`src/rtl/data_memory_pkg.sv`:
```
// data_memory_pkg: shared FSM state encoding and default sizing for the data memory initiator
package data_memory_pkg;
  typedef enum logic [1:0] {IDLE, ISSUE, WAIT, RESP} state_e;
  localparam int ADDR_WIDTH = 16;
  localparam int DATA_WIDTH = 16;
  localparam int MEM_READ_LATENCY = 1;
  localparam int CNT_WIDTH = 3;
endpackage

```
`src/rtl/data_memory_initiator.sv`:
```
// data_memory_initiator: load/store initiator for one synchronous data memory port; core request/response handshakes in, mem_* port out, busy when not IDLE
module data_memory_initiator #(
  parameter int ADDR_WIDTH = data_memory_pkg::ADDR_WIDTH,
  parameter int DATA_WIDTH = data_memory_pkg::DATA_WIDTH,
  parameter int READ_LATENCY = data_memory_pkg::MEM_READ_LATENCY
) (
  input  logic                  clock,
  input  logic                  reset,
  input  logic                  req_valid,
  output logic                  req_ready,
  input  logic                  req_write,
  input  logic [ADDR_WIDTH-1:0] req_address,
  input  logic [DATA_WIDTH-1:0] req_wdata,
  output logic                  resp_valid,
  input  logic                  resp_ready,
  output logic [DATA_WIDTH-1:0] resp_rdata,
  output logic                  resp_write,
  output logic [ADDR_WIDTH-1:0] mem_address,
  output logic [DATA_WIDTH-1:0] mem_write_data,
  output logic                  mem_write_enable,
  input  logic [DATA_WIDTH-1:0] mem_read_data,
  output logic                  busy
);
  import data_memory_pkg::*;
  if (READ_LATENCY < 1 || READ_LATENCY > 7) begin : g_bad_latency
    $error("READ_LATENCY must be in 1..7");
  end
  localparam logic [CNT_WIDTH-1:0] LAST = CNT_WIDTH'(READ_LATENCY - 1);
  state_e state_q, state_d;
  logic [ADDR_WIDTH-1:0] addr_q, addr_d;
  logic [DATA_WIDTH-1:0] wdata_q, wdata_d, rdata_q, rdata_d;
  logic write_q, write_d, rwrite_q, rwrite_d;
  logic [CNT_WIDTH-1:0] cnt_q, cnt_d;
  logic accept;
  // gated by reset so every output reads 0 while reset is held
  assign req_ready = ~reset & (state_q == IDLE | (state_q == RESP & resp_ready));
  assign accept = req_valid & req_ready;
  assign resp_valid = state_q == RESP;
  assign resp_rdata = rdata_q;
  assign resp_write = rwrite_q;
  assign mem_address = addr_q;
  assign mem_write_data = wdata_q;
  assign mem_write_enable = state_q == ISSUE & write_q;
  assign busy = state_q != IDLE;
  always_comb begin
    state_d = state_q;
    addr_d = accept ? req_address : addr_q;
    wdata_d = accept ? req_wdata : wdata_q;
    write_d = accept ? req_write : write_q;
    rdata_d = rdata_q;
    rwrite_d = rwrite_q;
    cnt_d = cnt_q;
    case (state_q)
      IDLE: state_d = accept ? ISSUE : IDLE;
      ISSUE: begin
        state_d = WAIT;
        cnt_d = '0;
      end
      WAIT: begin
        cnt_d = cnt_q + 1'b1;
        if (cnt_q == LAST) begin
          state_d = RESP;
          rdata_d = mem_read_data;
          rwrite_d = write_q;
        end
      end
      RESP: state_d = accept ? ISSUE : resp_ready ? IDLE : RESP;
      default: state_d = IDLE;
    endcase
  end
  always_ff @(posedge clock or posedge reset) begin
    if (reset) begin
      state_q <= IDLE;
      addr_q <= '0;
      wdata_q <= '0;
      write_q <= 1'b0;
      rdata_q <= '0;
      rwrite_q <= 1'b0;
      cnt_q <= '0;
    end else begin
      state_q <= state_d;
      addr_q <= addr_d;
      wdata_q <= wdata_d;
      write_q <= write_d;
      rdata_q <= rdata_d;
      rwrite_q <= rwrite_d;
      cnt_q <= cnt_d;
    end
  end
endmodule

```
`config.mk`:
```
export PLATFORM = sky130hd
export DESIGN_NAME = data_memory_initiator
export DESIGN_NICKNAME = d
export VERILOG_FILES = /design/src/rtl/data_memory_pkg.sv /design/src/rtl/data_memory_initiator.sv
export SDC_FILE = /design/constraint.sdc
export NUM_CORES = 1
export LEC_CHECK = 0
export ABC_AREA = 0
export BUFFER_PORTS_ARGS = -buffer_cell sky130_fd_sc_hd__buf_2
export CORE_UTILIZATION = 45
export CTS_CLUSTER_DIAMETER = 80
export CTS_CLUSTER_SIZE = 28
export DETAILED_ROUTE_END_ITERATION = 8
export GPL_TIMING_DRIVEN = 0
export MAX_ROUTING_LAYER = met4
export PLACE_DENSITY = 0.8
export SYNTH_ARGS = -nofsm -noshare
export SYNTH_HDL_FRONTEND = slang
export SYNTH_SLANG_ARGS = --single-unit
```
`constraint.sdc`:
```
create_clock -name clock -period 2.4 [get_ports clock]
set_clock_uncertainty 0.2 [all_clocks]
set_input_delay 0.48 -clock clock [delete_from_list [all_inputs] [get_ports clock]]
set_output_delay 0.48 -clock clock [all_outputs]
set_load 0.005 [all_outputs]
```
# Word level (Yosys, flattened, before mapping)
# Index checks and enable logic that the tools add are counted.
[classes]
add_sub_neg = 1
n_eq_ne = 4
n_mux = 6
bitwise = 6
reduce_logical = 5
[ops]
columns = ["operator", "n"]
rows = [
  ["2-bit case mux with 4 select lines", 1],
  ["2-bit two-way mux", 3],
  ["3-bit case mux with 2 select lines", 1],
  ["1-bit bitwise AND", 4],
  ["2-bit == test (second input constant)", 2],
  ["2-bit nonzero test", 2],
  ["3-bit by 1-bit adder with 3-bit output (second input constant)", 1],
  ["3-bit logical NOT", 1],
  ["2-bit by 1-bit == test with 1-bit output (second input constant)", 1],
  ["2-bit logical NOT", 1],
  ["2-bit inequality test (second input constant)", 1],
  ["2-bit AND reduction", 1],
  ["1-bit two-way mux", 1],
  ["1-bit NOT", 1],
  ["1-bit bitwise OR", 1],
]
[totals]
regBits = 55
in_bits = 53
out_inout_bits = 53
elab_cells = 29

# Depth between registers and ports, before layout
[depth]
depth_word = 7
mapped_depth = 6
ltp_nobuf = 5

# Least setup slack after synthesis
# Ideal clock, no wire load.
[synth_path]
path_type = "reg2reg"
start = "register state_q[1]"
end = "register addr_q[0] (netlist: mem_address[0])"
setup_ns = 0.125
t_arrival_ns = 1.580
t_required_ns = 2.075
path_slack_ns = 0.496
stages_incl_launch_ff = 7
n_path_buf = 1
synth_period_minus_slack_ns = 1.904
cell_sequence = "dfrtp_1 > inv_1 > ha_1 > a21oi_2 > nor3b_4 > buf_6 > mux2_2"
[synth_between]
elab_chain_len = 5
[synth_rtl]
columns = ["element", "line_no", "source"]
rows = [
  ["from (decl)", "data_memory_initiator.sv:29", "state_e state_q, state_d;"],
  ["from (signal assigned)", "data_memory_initiator.sv:81", "state_q <= state_d;"],
  ["2-bit == test", "data_memory_initiator.sv:36", "assign req_ready = ~reset & (state_q == IDLE | (state_q == RESP & resp_ready));"],
  ["1-bit bitwise AND", "data_memory_initiator.sv:36", ""],
  ["1-bit bitwise OR (*)", "data_memory_initiator.sv:36", ""],
  ["1-bit bitwise AND (*)", "data_memory_initiator.sv:36", ""],
  ["1-bit bitwise AND (*)", "data_memory_initiator.sv:37", "assign accept = req_valid & req_ready;"],
  ["to (signal assigned)", "data_memory_initiator.sv:82", "addr_q <= addr_d;"],
  ["to (decl)", "data_memory_initiator.sv:30", "logic [ADDR_WIDTH-1:0] addr_q, addr_d;"],
]
# Mark *: on every way between the ends. The rest lies on a longest branch, timed or not.
# A chain may end at the register's enable or synchronous reset.

# Final worst setup path
[layout_path]
start = "register state_q[1]"
end = "register addr_q[2] (netlist: mem_address[2])"
# The elaborated chain is that of the path after synthesis.

==> flow_summary.toml <==
[floorplan]
rows = 25
die_y_um = 73.1
die_w_um = 73.1
design.core.area_sq_um = 4790
initial_utilization = 0.476
io_pins = 106
dieArea_sq_um = 5350

[place]
hpwl_um = 3420
gp_congestion = 0.762
portBuffers = 105
place_inst = 322

[job]
max-cap-violations = 0

[sta]
worstMarginPinSlew_ns = 0.434
fmax_ghz = 0.457
drv_slew = 0
hold_ws_ns = 0.0128
finalHoldViolCount = 0
setup_viol = 0
relSlewSlack = 0.710
min_period_ns = 2.19
fin_crit_sh = 0.912
tns_ns = 0
rsz0062_at_grt = "false"

[setup_path]
critPathKind = "flip-flop to flip-flop"
cp-end-kind = "flip-flop"
regToRegSetupSlack_ns = 0.21
cp.required_ns = 2.39
r2r_start = "state_q[1]$_DFFE_PP0P_"
crit_path_start_kind = "flip-flop"
reg2reg_to = "mem_address[2]$_DFFE_PP0P_"
crit_arrival_ns = 2.17
crit_fanout = 10
rr_worst_depth = 6

[finish]
fillCellCount = 388
nets = 322
drive_above_1_share = 0.662
synthToLayoutAreaGrowth_pct = 32.6
final_cells = 330
diodes = 0

[power]
p_comb_frac = 0.397
p_int_mw = 2.53
p_leak_nw = 1.50
swShare = 0.301
p_seq_frac = 0.438
p_sw_mw = 1.09
powerDensity_nw_per_um2 = 1200
pwr-share-clk = 0.165
ir_drop_mv = 0.682

[synth]
synth_largest_area_cell = "dfrtp_1"
synth-main-ff-cell = "dfrtp_1"
async_flop_share = 1.00
netlist_area_sq_um = 2280
synth_top_area_share = 0.605
synth_seq_area_share = 0.605
ys_ff_latch = 55
synth-edff-count = 0
yosysUniqueCellTypes = 25
synth_warnings = 0
syn_nets = 209
syn_inst = 149
synth.top_cells.by_count = "dfrtp_1, mux2_2, inv_1"
synth_area_leaders = "dfrtp_1, mux2_2, ha_1, buf_6, inv_1"
yosysMostFrequentCell = "dfrtp_1"
synth_area_per_cell_sq_um = 15.3

[clock_tree]
cts_tree = "built"
h-tree-depth = 2
cts.sinks = 55
path_clk_slew_ns = 0.10
post-cts-setup-buffers = 0
worstSkewPairLatency_ns = 0.30
cts_buffer_depth = 2
cts_resized = 0
numCtsBuffers = 5
hold_buffers = 0
root_buffer = "clkbuf_8"

[global_routing]
grt_max_degree = 38
grt_usage = 0.180
grt_pass1_vias = 1588
grt_pass1_wl_um = 7030
overflow = 0
antenna_found_initial = 0

[detailed_routing]
vias_per_cell = 4.69
vias = 1548
dr.first_iter.drc_count = 51
dr.pass1.iters = 4
antenna_left = 0
wl_per_cell_um = 13.7
wl_um = 4520
drc = 0

[run_status]
status = "completed"

[hold_path]
hold_class = "input pin to asynchronous set/reset pin"
-- metal layers --
layer / part of all wire / track usage
met1: 0.41 / 0.194
met5: 0 / -
met2: 0.51 / 0.310
met3: 0.063 / 0.0511
met4: 0.014 / 0.0719
-- worst max-delay path, cell delays in order, from the launching register on --
cell     delay, ns
dfrtp_1       0.42
inv_1         0.15
ha_1          0.26
a21oi_2       0.08
nor3b_4       0.40
buf_6         0.23
mux2_2        0.35
-- worst max path at each step --
stage / startpoint / end / slack [ns]
global route: state_q[1]$_DFFE_PP0P_ / mem_address[15]$_DFFE_PP0P_ / 0.05
floorplan: reset / cnt_q[0]$_DFFE_PP0P_ / 0.38
detailed placement: state_q[0]$_DFFE_PP0P_ / mem_address[2]$_DFFE_PP0P_ / 0.23
global placement: reset / mem_write_data[4]$_DFFE_PP0P_ / -0.39
finish: state_q[1]$_DFFE_PP0P_ / mem_address[2]$_DFFE_PP0P_ / 0.21
CTS: state_q[1]$_DFFE_PP0P_ / mem_address[2]$_DFFE_PP0P_ / 0.20
-- power by group through the flow --
stage	combinational (mW)	clock (mW)	sequential (mW)
detailed placement	1.45	0	1.61
floorplan	0.769	0	1.65
global route	1.59	0.655	1.64
CTS	1.46	0.617	1.59
global placement	1.41	0	1.58
finish	1.44	0.600	1.59
-- placed cells by master (no fill, tap or decap), drive strengths merged, types with 2 or more instances in the layout --
cell / count
ha: 7
nand3b: 2
clkbuf: 5
nand3: 2
inv: 8
clkinv: 2
buf: 111
a21oi: 2
mux2: 50
dfrtp: 55
o21ai: 4
-- per-stage QoR --
step / util / setup slack, ns / area (sq um) / total power, mW
floorplan: - / 0.377 / 2280 / 2.42
global placement: 0.603 / -0.391 / 2890 / 2.99
detailed placement: 0.607 / 0.229 / 2910 / 3.07
CTS: 0.631 / 0.198 / 3020 / 3.67
global route: 0.631 / 0.0502 / 3020 / 3.89
finish: 0.631 / 0.211 / 3020 / 3.63
-- cells by family after synthesis --
group	count (synthesis)	synth area share
multiplexers	51	0.252
AO/OA/AOI/OAI	10	0.0280
buffers and inverters	13	0.0352
adder cells (fa/ha/maj)	7	0.0385
AND/OR/NAND/NOR	13	0.0418
flip-flops	55	0.605
-- cell type report --
| type | count | area [sq um] | area share |
|---|---|---|---|
| Tap cell | 67 | 83.8 | 0.0278 |
| Multi-Input combinational cell | 81 | 820 | 0.272 |
| Timing Repair Buffer | 106 | 546 | 0.181 |
| Buffer | 5 | 50.0 | 0.0166 |
| Clock buffer | 5 | 68.8 | 0.0228 |
| Sequential cell | 55 | 1380 | 0.456 |
| Inverter | 8 | 30.0 | 0.00995 |
| Clock inverter | 3 | 43.8 | 0.0145 |
-- flip-flops by register name, indices dropped and copies added (netlist names) --
name            cells
cnt_q               3
mem_address        16
mem_write_data     16
resp_rdata         16
resp_write          1
state_q             2
write_q             1
(Power assumes the default switching activity.)
